`config.mk`:
```
export PLATFORM = sky130hd
export DESIGN_NAME = key_lifo_ctrl_flat
export DESIGN_NICKNAME = d
export VERILOG_FILES = /design/src/rtl/key_lifo_ctrl_if.sv /design/src/rtl/key_lifo_ctrl.sv /design/src/flat_wrapper.sv
export SDC_FILE = /design/constraint.sdc
export NUM_CORES = 1
export LEC_CHECK = 0
export ABC_AREA = 0
export BUFFER_PORTS_ARGS = -buffer_cell sky130_fd_sc_hd__buf_2
export CORE_MARGIN = 8
export CORE_UTILIZATION = 33
export CTS_BUF_LIST = sky130_fd_sc_hd__clkbuf_4 sky130_fd_sc_hd__clkbuf_8
export CTS_CLUSTER_SIZE = 20
export DETAILED_ROUTE_END_ITERATION = 16
export PLACE_DENSITY_LB_ADDON = 0.2
export RECOVER_POWER = 25
export SETUP_SLACK_MARGIN = 0.15
export SYNTH_ARGS = -nofsm -noshare
export SYNTH_HDL_FRONTEND = slang
export SYNTH_SLANG_ARGS = --single-unit
```
`constraint.sdc`:
```
create_clock -name clk -period 1.9 [get_ports clk]
set_clock_uncertainty 0.1 [all_clocks]
set_input_delay 0.285 -clock clk [delete_from_list [all_inputs] [get_ports clk]]
set_output_delay 0.285 -clock clk [all_outputs]
set_load 0.005 [all_outputs]
```
`src/rtl/key_lifo_ctrl_if.sv`:
```
// Handshake bundle for key_lifo_ctrl: key producer, round-key consumer and circular LIFO port.
// KEY_LIFO_CTRL_ERR_EN adds the sticky err output.
interface key_lifo_ctrl_if #(
  parameter int WIDTH = 32
);
  logic [WIDTH-1:0] key_in;
  logic             key_valid;
  logic             key_ready;
  logic             rk_req;
  logic [WIDTH-1:0] rk_out;
  logic             rk_valid;
  logic             rk_ready;
  logic             rk_last;
  logic             flush;
  logic             loaded;
  logic [WIDTH-1:0] lifo_din;
  logic             lifo_en;
  logic             lifo_r_wneg;
  logic [WIDTH-1:0] lifo_dout;
`ifdef KEY_LIFO_CTRL_ERR_EN
  logic             err;
`endif

  modport slave (
    input  key_in, key_valid, rk_req, rk_ready, flush, lifo_dout,
`ifdef KEY_LIFO_CTRL_ERR_EN
    output err,
`endif
    output key_ready, rk_out, rk_valid, rk_last, loaded, lifo_din, lifo_en, lifo_r_wneg
  );

  modport master (
    output key_in, key_valid, rk_req, rk_ready, flush, lifo_dout,
`ifdef KEY_LIFO_CTRL_ERR_EN
    input  err,
`endif
    input  key_ready, rk_out, rk_valid, rk_last, loaded, lifo_din, lifo_en, lifo_r_wneg
  );
endinterface

```
`src/rtl/key_lifo_ctrl.sv`:
```
// Round-key LIFO controller: loads DEPTH words, then replays them in reverse via LIFO rotation.
// Optional sticky protocol-error flag under KEY_LIFO_CTRL_ERR_EN.
module key_lifo_ctrl #(
  parameter int WIDTH = 32,
  parameter int DEPTH = 8
) (
  input  logic             clk,
  input  logic             rst,
  key_lifo_ctrl_if.slave   bus
);
  localparam int CW = $clog2(DEPTH + 1);
  localparam logic [CW-1:0] LAST = CW'(DEPTH - 1);

  typedef enum logic [1:0] {S_EMPTY, S_LOAD, S_READY, S_PLAY} state_t;

  state_t          r_state;
  logic [CW-1:0]   r_cnt;
  logic            r_loaded;
  logic            w_in_load;
  logic            w_key_ready;
  logic            w_rk_valid;
  logic            w_key_hs;
  logic            w_rk_hs;
  logic [WIDTH-1:0] w_rk_out;

  // flush suppresses both handshakes so neither side sees a transfer in that cycle
  assign w_in_load   = (r_state == S_EMPTY) || (r_state == S_LOAD);
  assign w_key_ready = rst && !bus.flush && w_in_load;
  assign w_rk_valid  = rst && !bus.flush && (r_state == S_PLAY);
  assign w_key_hs    = bus.key_valid && w_key_ready;
  assign w_rk_hs     = w_rk_valid && bus.rk_ready;
  assign w_rk_out    = bus.lifo_dout;

  assign bus.key_ready   = w_key_ready;
  assign bus.rk_valid    = w_rk_valid;
  assign bus.rk_out      = w_rk_out;
  assign bus.rk_last     = w_rk_valid && (r_cnt == LAST);
  assign bus.loaded      = r_loaded;
  assign bus.lifo_din    = bus.key_in;
  assign bus.lifo_en     = w_key_hs || w_rk_hs;
  assign bus.lifo_r_wneg = w_key_hs;

  always_ff @(posedge clk or negedge rst) begin
    if (!rst) begin
      r_state  <= S_EMPTY;
      r_cnt    <= '0;
      r_loaded <= 1'b0;
    end else if (bus.flush) begin
      r_state  <= S_EMPTY;
      r_cnt    <= '0;
      r_loaded <= 1'b0;
    end else begin
      case (r_state)
        S_EMPTY: if (w_key_hs) begin
          r_state <= S_LOAD;
          r_cnt   <= CW'(1);
        end
        S_LOAD: if (w_key_hs) begin
          if (r_cnt == LAST) begin
            r_state  <= S_READY;
            r_cnt    <= '0;
            r_loaded <= 1'b1;
          end else begin
            r_cnt <= r_cnt + CW'(1);
          end
        end
        S_READY: if (bus.rk_req) begin
          r_state  <= S_PLAY;
          r_loaded <= 1'b0;
        end
        S_PLAY: if (w_rk_hs) begin
          // DEPTH rotations put the LIFO back in post-load order
          if (r_cnt == LAST) begin
            r_state  <= S_READY;
            r_cnt    <= '0;
            r_loaded <= 1'b1;
          end else begin
            r_cnt <= r_cnt + CW'(1);
          end
        end
        default: begin
          r_state <= S_EMPTY;
          r_cnt   <= '0;
        end
      endcase
    end
  end

`ifdef KEY_LIFO_CTRL_ERR_EN
  logic r_err;
  assign bus.err = r_err;

  always_ff @(posedge clk or negedge rst) begin
    if (!rst)
      r_err <= 1'b0;
    else if (bus.flush)
      r_err <= 1'b0;
    else if ((bus.rk_req && r_state != S_READY) ||
             (bus.key_valid && (r_state == S_READY || r_state == S_PLAY)))
      r_err <= 1'b1;
  end
`endif
endmodule

```
`src/flat_wrapper.sv`:
```
// flat-port wrapper written by rule: the top's interface ports become plain ports
module key_lifo_ctrl_flat 
#(
  parameter int WIDTH = 32,
  parameter int DEPTH = 8
)
  (clk, rst, bus_key_in, bus_key_valid, bus_rk_req, bus_rk_ready, bus_flush, bus_lifo_dout, bus_key_ready, bus_rk_out, bus_rk_valid, bus_rk_last, bus_loaded, bus_lifo_din, bus_lifo_en, bus_lifo_r_wneg);
  key_lifo_ctrl_if #(.WIDTH(WIDTH)) bus_i ();
  input  logic clk;
  input  logic rst;
  input wire logic [$bits(bus_i.key_in)-1:0] bus_key_in;
  input wire logic [$bits(bus_i.key_valid)-1:0] bus_key_valid;
  input wire logic [$bits(bus_i.rk_req)-1:0] bus_rk_req;
  input wire logic [$bits(bus_i.rk_ready)-1:0] bus_rk_ready;
  input wire logic [$bits(bus_i.flush)-1:0] bus_flush;
  input wire logic [$bits(bus_i.lifo_dout)-1:0] bus_lifo_dout;
  output wire logic [$bits(bus_i.key_ready)-1:0] bus_key_ready;
  output wire logic [$bits(bus_i.rk_out)-1:0] bus_rk_out;
  output wire logic [$bits(bus_i.rk_valid)-1:0] bus_rk_valid;
  output wire logic [$bits(bus_i.rk_last)-1:0] bus_rk_last;
  output wire logic [$bits(bus_i.loaded)-1:0] bus_loaded;
  output wire logic [$bits(bus_i.lifo_din)-1:0] bus_lifo_din;
  output wire logic [$bits(bus_i.lifo_en)-1:0] bus_lifo_en;
  output wire logic [$bits(bus_i.lifo_r_wneg)-1:0] bus_lifo_r_wneg;
  assign bus_i.key_in = bus_key_in;
  assign bus_i.key_valid = bus_key_valid;
  assign bus_i.rk_req = bus_rk_req;
  assign bus_i.rk_ready = bus_rk_ready;
  assign bus_i.flush = bus_flush;
  assign bus_i.lifo_dout = bus_lifo_dout;
  assign bus_key_ready = bus_i.key_ready;
  assign bus_rk_out = bus_i.rk_out;
  assign bus_rk_valid = bus_i.rk_valid;
  assign bus_rk_last = bus_i.rk_last;
  assign bus_loaded = bus_i.loaded;
  assign bus_lifo_din = bus_i.lifo_din;
  assign bus_lifo_en = bus_i.lifo_en;
  assign bus_lifo_r_wneg = bus_i.lifo_r_wneg;
  key_lifo_ctrl #(.WIDTH(WIDTH), .DEPTH(DEPTH)) u_core (.clk(clk), .rst(rst), .bus(bus_i));
endmodule
```
==> flow_summary.json, run 1 <==
{
  "outcome": "finished, final reports clean",
  "synth_fa_ha_area_share_pct": 1.31,
  "maxCapViolCount": 0,
  "synth_flop_cell": "dfrtp_1",
  "grt_setup_unrepaired": "false",
  "drt_first_pass_iters": 4,
  "routed_wl_um": 1840,
  "syn_to_final_growth_pct": -35.4,
  "sw_frac_of_total_pct": 25.8,
  "wl_per_cell_um": 19.2,
  "reg2reg_slack_ps": 470,
  "port_buffers": 11,
  "cp_num_buf_inv": 1,
  "cpPeakStageDelay_ps": 390,
  "coreArea_mm2": 0.00276,
  "start_util_pct": 34.7,
  "utilization_pct": 22.4,
  "clockPowerShare_pct": 43.2,
  "ys_seq_elements": 7,
  "viasPerCell": 5.47,
  "cts_root_buffer": "clkbuf_4",
  "leakagePower_nw": 0.270,
  "pin_count": 140,
  "period_share_pct": 88.1,
  "vias": 525,
  "synth_compound_area_share_pct": 9.93,
  "start_kind": "register",
  "finalPower_mw": 0.361,
  "max_freq_ghz": 0.597,
  "min_path_type": "in -> reg",
  "drv_slew": 0,
  "drc": 0,
  "grt_max_degree": 10,
  "worstSetupPathType": "reg -> out",
  "hold_viol": 0,
  "post-place-ws_ps": 385,
  "dp_cells": 89,
  "worst_pin_slew_ps": 324,
  "p_int_mw": 0.268,
  "p_per_area_mw_per_mm2": 584,
  "n_antenna_cell": 0,
  "rows": 19,
  "setup_viol": 0,
  "finish.net_count": 137,
  "p_comb_share_pct": 13.2,
  "p_seq_share_pct": 43.7,
  "ys_types": 32,
  "synth_mux_area_share_pct": 1.44,
  "syn_nets": 184,
  "hpwlAfterDp_um": 1370,
  "netlist.top_cell.by_area": "buf_4",
  "grt_pass1_wl_um": 2700,
  "synth_top_family_by_area": "buffers and inverters",
  "cts_max_level": 1,
  "dieWidth_um": 69.9,
  "synth_area_um2": 957,
  "seq_area_frac_synth_pct": 18.3,
  "crit_path_end_kind": "primary output",
  "synth-edff-count": 0,
  "yosys_warnings": 0,
  "ir_drop_uv": 226,
  "grt_use_total_pct": 6.91,
  "antenna_found_initial": 0,
  "cp_cell_sequence": "ha_2, and3_4, and2_1, buf_2",
  "synth_top_area_share_pct": 51.0,
  "cts_sinks": 7,
  "synth_xor_area_share_pct": 0,
  "synthCells": 113,
  "worstPathRequired_ps": 1510,
  "fin_crit_ps": 1670,
  "crit_family": "flip-flops",
  "drive_above_1_share_pct": 47.7,
  "clock_path_buffers": 2,
  "cts_tree": "yes",
  "p_sw_mw": 0.0931,
  "drt_iter0_markers": 19,
  "slowest_stage": "dfrtp_1",
  "maxSlewHeadroom_pct": 78.1,
  "gp_congestion": 0.683,
  "clkSlewWorstSetupHoldPaths_ps": 60,
  "clk_latency_ps": 260,
  "final_cells": 96,
  "cp.arrival_ps": 1290,
  "setup_ws_ps": 225,
  "synth.avg_cell_area_um2": 8.47,
  "synth-async-reset-ratio_pct": 100,
  "cts_made_buffers": 3,
  "postRouteAntennaNets": 0,
  "fp.dieH_um": 69.9,
  "grt_overflow": 0,
  "critPathMaxFanout": 5,
  "synthSimpleGateAreaFrac_pct": 15.9,
  "dieArea_mm2": 0.00488,
  "synth_area_leaders": "buf_4, dfrtp_1, nand2_1, a21oi_1, a221oi_2",
  "fin_tns_setup_ps": 0,
  "grt_pass1_vias": 506
}
cell families after synthesis:
| logic type | after synthesis |
|---|---|
| flops | 7 |
| mux | 1 |
| fa+ha+maj | 1 |
| simple gates | 24 |
| compound gates | 12 |
| buf+inv | 68 |
synthesized netlist by cell type, drive strengths merged, types with 2 or more instances:
library cell	instances
a21oi	4
buf	67
dfrtp	7
nand2	6
nand2b	2
nand3	3
nand3b	2
nand4	2
nor2	5
cells in the final DEF (no fill, tap or decap), types with 2 or more instances in the layout:
master    instances
buf_2            11
dfrtp_1           6
nand2_1           5
nor2_1            4
clkbuf_4          4
a21oi_1           3
buf_4             3
nand4_1           2
nand3_1           2
registers in the layout, indices dropped and copies added (netlist names):
signal             flops
u_core.r_cnt           4
u_core.r_state         2
u_core.bus.loaded      1
repair_timing:
action,in CTS,in global routing
endpoints found under the hold margin,7,0
gates resized for setup,2,2
hold buffers,1,0
buffers inserted,2,0
endpoints found under the setup margin,1,1
cloned,0,0
power by group through the flow:
stage          registers, mW  logic (mW)  clock network (mW)
6_report               0.158      0.0475               0.156
5_1_grt                0.158      0.0520               0.174
4_1_cts                0.157      0.0473               0.161
3_5_place_dp           0.160      0.0421                   0
3_3_place_gp           0.161      0.0430                   0
2_1_floorplan          0.157       0.136                   0
per-stage QoR:
| stage | cell area (um^2) | hold slack (ps) |
|---|---|---|
| 3_5_place_dp | 554 | 41.7 |
| 5_1_grt | 618 | 213 |
| 4_1_cts | 614 | 205 |
| 3_3_place_gp | 554 | 41.1 |
| 2_1_floorplan | 957 | -111 |
| 6_report | 618 | 206 |
area by class of cell:
| class | instances | area, um^2 |
|---|---|---|
| Clock buffer | 4 | 30.0 |
| Fill cell | 309 | 2140 |
| Inverter | 1 | 3.75 |
| Multi-Input combinational cell | 38 | 282 |
| Sequential cell | 7 | 176 |
| Tap cell | 31 | 38.8 |
| Timing Repair Buffer | 15 | 87.6 |
metal layers:
| layer | global-route usage [%] | vias to the layer above | routed length (um) |
|---|---|---|---|
| met4 | 9.38 | 0 | 146 |
| met3 | 5.79 | 32 | 333 |
| met5 | 0 | - | 0 |
| met1 | 6.05 | 217 | 612 |
| met2 | 8.32 | 66 | 749 |
| li1 | - | 210 | - |
path summary, 6_finish.rpt:
path / to / cells after the start / from
setup / recovery: bus_rk_last / 4 / u_core.r_cnt[0]
hold / removal: u_core.r_cnt[1] / 2 / bus_flush
setup reg to reg: u_core.r_state[0] / 3 / u_core.r_state[1]
hold reg to reg: u_core.bus.loaded / 2 / u_core.bus.loaded
max in group asynchronous: u_core.r_state[0] / 3 / rst
min in group asynchronous: u_core.r_cnt[0] / 2 / rst
worst register-to-register path: stages, from the launching register on:
cell,delay [ps]
dfrtp_1,540
mux2i_2,330
nor2_2,100
a221oi_2,270
(Power assumes the default switching activity.)
==> run 2: changes to the inputs <==
Settings changed: ABC_AREA 0 to 1, CORE_UTILIZATION 33 to 34.
==> run 2 against run 1 <==
  * Sequential share of layout area down 2.5 points
  * Clock power about the same
  * Global-route usage down 0.063 points
  * Register-to-register slack worse by 40 ps
  * Largest power group is now combinational cells
  * Wire length down 2.5%
  * Non-clock buffer count down 1
  * Combinational power rose to 6.6 times the previous value
  * Critical endpoint unchanged
  * Synthesized area up 5.6%
  * First-iteration DRC count up 37%
==> flow_summary.json, run 2 <==
{
  "outcome": "finished, final reports clean",
  "fin_tns_setup_ps": 0,
  "clkSlewWorstSetupHoldPaths_ps": 60,
  "ir_drop_uv": 427,
  "clk_latency_ps": 250,
  "synthTopCellsByCount": "buf_4, nand2_1, inv_1, dfrtp_1, nor2_1",
  "critPathMaxFanout": 4,
  "p_per_area_mw_per_mm2": 1060,
  "coreArea_mm2": 0.00278,
  "cp.arrival_ps": 1260,
  "fin_crit_ps": 1640,
  "clock_path_buffers": 2,
  "cp_cell_sequence": "ha_1, nand3_2, nor2_1, buf_2",
  "start_kind": "register",
  "pin_count": 140,
  "cts_made_buffers": 3,
  "hold_start": "bus_flush",
  "ys_seq_elements": 7,
  "routed_wl_um": 1800,
  "drc": 0,
  "synth_flop_cell": "dfrtp_1",
  "dp_cells": 119,
  "worstPathRequired_ps": 1510,
  "grt_max_degree": 12,
  "cts_root_buffer": "clkbuf_4",
  "slowest_stage": "dfrtp_1",
  "maxCapViolCount": 0,
  "grt_pass1_wl_um": 2930,
  "final_cells": 126,
  "grt_overflow": 0,
  "drv_slew": 0,
  "leakagePower_nw": 0.374,
  "min_path_type": "in -> reg",
  "n_antenna_cell": 0,
  "mostFrequentLayoutCells": "nand2_1, inv_1, buf_2, nor2_1, dfrtp_1",
  "synth_area_mm2": 0.00101,
  "viasPerCell": 5.01,
  "yosys_warnings": 0,
  "largest-register": "u_core.r_cnt",
  "cts_tree": "yes",
  "gp_congestion": 0.758,
  "cpPeakStageDelay_ps": 400,
  "drive_above_1_share_pct": 28.4,
  "port_buffers": 11,
  "hpwlAfterDp_um": 1330,
  "drt_first_pass_iters": 3,
  "drt_iter0_markers": 26,
  "hold_viol": 0,
  "finish.net_count": 167,
  "cts_max_level": 1,
  "syn_to_final_growth_pct": -33.4,
  "layout_commonest_cell": "nand2_1",
  "synthCells": 142,
  "synth_top_area_share_pct": 47.5,
  "dieArea_mm2": 0.00497,
  "maxSlewHeadroom_pct": 75.1,
  "rows": 19,
  "vias": 631,
  "postRouteAntennaNets": 0,
  "fp.dieH_um": 70.5,
  "wl_per_cell_um": 14.2,
  "synth-async-reset-ratio_pct": 100,
  "grt_pass1_vias": 660,
  "max_freq_ghz": 0.608,
  "crit_path_end_kind": "primary output",
  "antenna_found_initial": 0,
  "dieWidth_um": 70.5,
  "setup_viol": 0,
  "worst_pin_slew_ps": 372,
  "worstSetupPathType": "reg -> out",
  "grt_use_total_pct": 6.85,
  "grt_setup_unrepaired": "false",
  "synth.most_common_cell": "buf_4",
  "seq_area_frac_synth_pct": 17.3,
  "regToRegStartpoint": "u_core.r_cnt[0]",
  "netlist.top_cell.by_area": "buf_4",
  "synth-edff-count": 0,
  "largest_reg_flops": 4,
  "synth_area_leaders": "buf_4, dfrtp_1, nand2_1, inv_1, nor2_1",
  "synth.avg_cell_area_um2": 7.12,
  "ys_types": 20,
  "period_share_pct": 86.5,
  "crit_start": "u_core.r_cnt[0]",
  "start_util_pct": 36.3,
  "syn_nets": 213,
  "cts_sinks": 7
}
==> run 2: cell count changes after synthesis, moves of 2 or more <==
cell     before  now
nor2_1        4    7
nand2_1       5   21
o21ai_0       1    4
inv_1         1   11
nand2_2       1    3
nor3_1        0    4
o21ai_1       0    4
==> run 2: cells by family after synthesis <==
| kind of cell | after synthesis | share of synthesized area (%) |
|---|---|---|
| buf+inv | 76 | 52.7 |
| simple gates | 47 | 23.1 |
| compound gates | 11 | 5.57 |
| flops | 7 | 17.3 |
| fa+ha+maj | 1 | 1.24 |
==> run 2: stage by stage <==
stage | instance area, um^2 | power, mW | setup WS, ps | hold slack (ps) | utilization (%)
after floorplan | 1010 | 0.563 | 572 | -111 | -
after global placement | 613 | 0.532 | 341 | 55.2 | 22.0
after detailed placement | 613 | 0.528 | 366 | 54.4 | 22.0
after CTS | 653 | 0.692 | 161 | 360 | 23.5
after global routing | 673 | 0.775 | 183 | 369 | 24.2
final | 673 | 0.717 | 256 | 372 | 24.2
==> run 2: layout make-up <==
class	instances	area, um^2
clock buffers	4	30.0
well taps	31	38.8
repair buffers	14	80.1
multi-input cells	59	308
fillers	318	2110
flip-flops and latches	7	175
inverters	11	41.3
==> run 2: path summary, 6_finish.rpt <==
kind,slack (ps),cells after the start,to
min in group asynchronous,420,2,u_core.r_cnt[2]
worst max register to register,430,8,u_core.r_state[1]
worst min register to register,430,2,u_core.bus.loaded
worst min-delay path,370,4,u_core.r_state[1]
max in group asynchronous,1010,2,u_core.bus.loaded
worst max-delay path,260,4,bus_rk_last
==> run 2: power by group <==
part	internal [mW]	total, mW	switching [mW]	leakage, nW
Clock	0.0948	0.156	0.0608	0.0184
Sequential	0.189	0.247	0.0587	0.0934
Combinational	0.126	0.314	0.188	0.262
==> run 2: repair_timing <==
action / in CTS / in global routing
setup endpoints to repair: 0 / 1
resized for setup: 0 / 1
buffers inserted: 0 / 2
hold buffers: 1 / 0
hold endpoints to repair: 7 / 0
==> run 2: critical path: cells and delay by family, from the launching register on <==
kind / cells / cell delay (ps)
AND/OR/NAND/NOR: 2 / 250
adder cells (fa/ha/maj): 1 / 240
flip-flops: 1 / 400
buffers and inverters: 1 / 110
==> run 2: metal layers <==
| metal | vias to the layer above | GRT usage [%] | part of all wire, % |
|---|---|---|---|
| met3 | 32 | 5.02 | 13 |
| li1 | 287 | - | - |
| met5 | - | 0 | 0 |
| met2 | 41 | 9.56 | 41 |
| met1 | 271 | 6.47 | 38 |
| met4 | 0 | 6.35 | 8.3 |
==> run 3: changes to the inputs <==
Settings changed: CORE_MARGIN 8 to 2, HOLD_SLACK_MARGIN set to 0.08, SLEW_MARGIN set to 20.
==> run 3 against run 2 <==
  * Power fell by 3.4%
  * Clock-buffer cell count stayed put
  * Flip-flop and latch count unchanged
  * First-iteration DRC count is 62% higher
  * Setup slack got worse by 15 ps
  * Fmax shrank 0.91%
  * Critical endpoint unchanged
  * Largest power group unchanged
==> flow_summary.json, run 3 (synthesis results as in run 2) <==
{
  "fillers": 312,
  "grtUsageMet2_pct": 17.7,
  "use_met1_pct": 12.1,
  "maxSlewHeadroom_pct": 77.4,
  "vias": 599,
  "drv_slew": 0,
  "port_buffers": 11,
  "routed_wl_um": 1900,
  "grt_pass1_wl_um": 2910,
  "drt_iter0_markers": 42,
  "finish.net_count": 165,
  "dieWidth_um": 58.5,
  "hold_viol": 0,
  "cts_root_buffer": "clkbuf_4",
  "pin_count": 140,
  "p_per_area_mw_per_mm2": 1050,
  "start_kind": "register",
  "fin_tns_setup_ps": 0,
  "largest-register": "u_core.r_cnt",
  "postRouteAntennaNets": 0,
  "syn_to_final_growth_pct": -34.8,
  "outcome": "finished, final reports clean",
  "slowest_stage": "dfrtp_2",
  "finalPower_mw": 0.692,
  "rows": 19,
  "crit_path_end_kind": "primary output",
  "antenna_found_initial": 0,
  "cts_tree": "yes",
  "clkSlewWorstSetupHoldPaths_ps": 60,
  "grt_setup_unrepaired": "false",
  "cp_cell_sequence": "ha_1, nand3_2, nor2_1, buf_2",
  "hpwlAfterDp_um": 1510,
  "drive_above_1_share_pct": 28.0,
  "grt_overflow": 0,
  "grt-busiest-layer": "met2",
  "cpPeakStageDelay_ps": 400,
  "maxCapViolCount": 0,
  "grt_use_total_pct": 10.9,
  "viasPerCell": 4.83,
  "fin_crit_ps": 1660,
  "worstPathRequired_ps": 1510,
  "cp.arrival_ps": 1270,
  "cts_max_level": 1,
  "cts_sinks": 7,
  "grt_max_degree": 12,
  "period_share_pct": 87.3,
  "drt_first_pass_iters": 4,
  "worst_pin_slew_ps": 338,
  "gp_congestion": 0.692,
  "worstSetupPathType": "reg -> out",
  "cts_made_buffers": 3,
  "ir_drop_uv": 428,
  "critPathMaxFanout": 5,
  "n_antenna_cell": 0,
  "dieArea_mm2": 0.00343,
  "crit_family": "flip-flops",
  "mostFrequentLayoutCells": "nand2_1, inv_1, buf_2, nor2_1, dfrtp_1",
  "clock_path_buffers": 2,
  "reg2reg_slack_ps": 400,
  "largest_reg_flops": 4,
  "cp_num_buf_inv": 1,
  "wl_per_cell_um": 15.3,
  "grt_use_met3_pct": 6.37,
  "min_path_type": "in -> reg",
  "layout_commonest_cell": "nand2_1",
  "start_util_pct": 36.3,
  "setup_viol": 0,
  "grt_pass1_vias": 576,
  "leakagePower_nw": 0.363,
  "clk_latency_ps": 250,
  "post-cts-setup-buffer-count": 0,
  "coreArea_mm2": 0.00278,
  "fp.dieH_um": 58.5,
  "drc": 0,
  "max_freq_ghz": 0.603
}
## run 3: cell types whose count changed in the layout (fill, tap and decap cells not counted), sizes merged
cell,delta
buf,-2
## run 3: what timing repair did
item / CTS / global route
hold endpoints to repair: 7 / 0
endpoints found under the setup margin: 0 / 1
gates resized for setup: 0 / 2
hold buffers: 1 / 0
## run 3: power by group
| group | switching (mW) | leakage [nW] | internal [mW] |
|---|---|---|---|
| clock | 0.0610 | 0.0184 | 0.0948 |
| sequential | 0.0655 | 0.0923 | 0.191 |
| combinational | 0.179 | 0.252 | 0.101 |
| total | 0.305 | 0.363 | 0.387 |
## run 3: layout make-up
| type | count | area (um^2) | area share [%] |
|---|---|---|---|
| Timing Repair Buffer | 12 | 65.1 | 9.87 |
| Sequential cell | 7 | 176 | 26.8 |
| Multi-Input combinational cell | 59 | 308 | 46.7 |
| Tap cell | 31 | 38.8 | 5.88 |
| Inverter | 11 | 41.3 | 6.26 |
| Clock buffer | 4 | 30.0 | 4.55 |
## run 3: path summary, 6_finish.rpt
check                                  startpoint                end  depth (start not counted)
worst max-delay path              u_core.r_cnt[0]        bus_rk_last                          4
worst min-delay path                    bus_flush  u_core.r_state[1]                          4
worst max register to register  u_core.r_state[1]    u_core.r_cnt[2]                          6
worst min register to register    u_core.r_cnt[3]    u_core.r_cnt[3]                          2
max in group asynchronous                     rst    u_core.r_cnt[0]                          2
min in group asynchronous                     rst  u_core.r_state[1]                          2
## run 3: tightest hold or removal path: cells and delay by family
family	cells	cell delay, ps
buffers and inverters	1	220
and+or+nand+nor	2	100
AOI/OAI and AO/OA	1	70
## run 3: per-stage QoR
| step | std cells | instance area (um^2) | hold WS [ps] | utilization, % | setup WS [ps] |
|---|---|---|---|---|---|
| after floorplan | 142 | 1010 | -111 | - | 572 |
| after global placement | 119 | 613 | 52.2 | 22.0 | 367 |
| after CTS | 124 | 653 | 368 | 23.5 | 165 |
| after global routing | 124 | 659 | 406 | 23.7 | 154 |
| after detailed placement | 119 | 613 | 52.6 | 22.0 | 373 |
| final | 124 | 659 | 365 | 23.7 | 241 |
## run 3: routing by layer
layer  vias to the layer above  wire [um]  part of all wire [%]
li1                        282          -                     -
met1                       275        664                    35
met2                        34        932                    49
met3                         8        271                    14
met4                         0         31                   1.6
met5                         -          0                     0
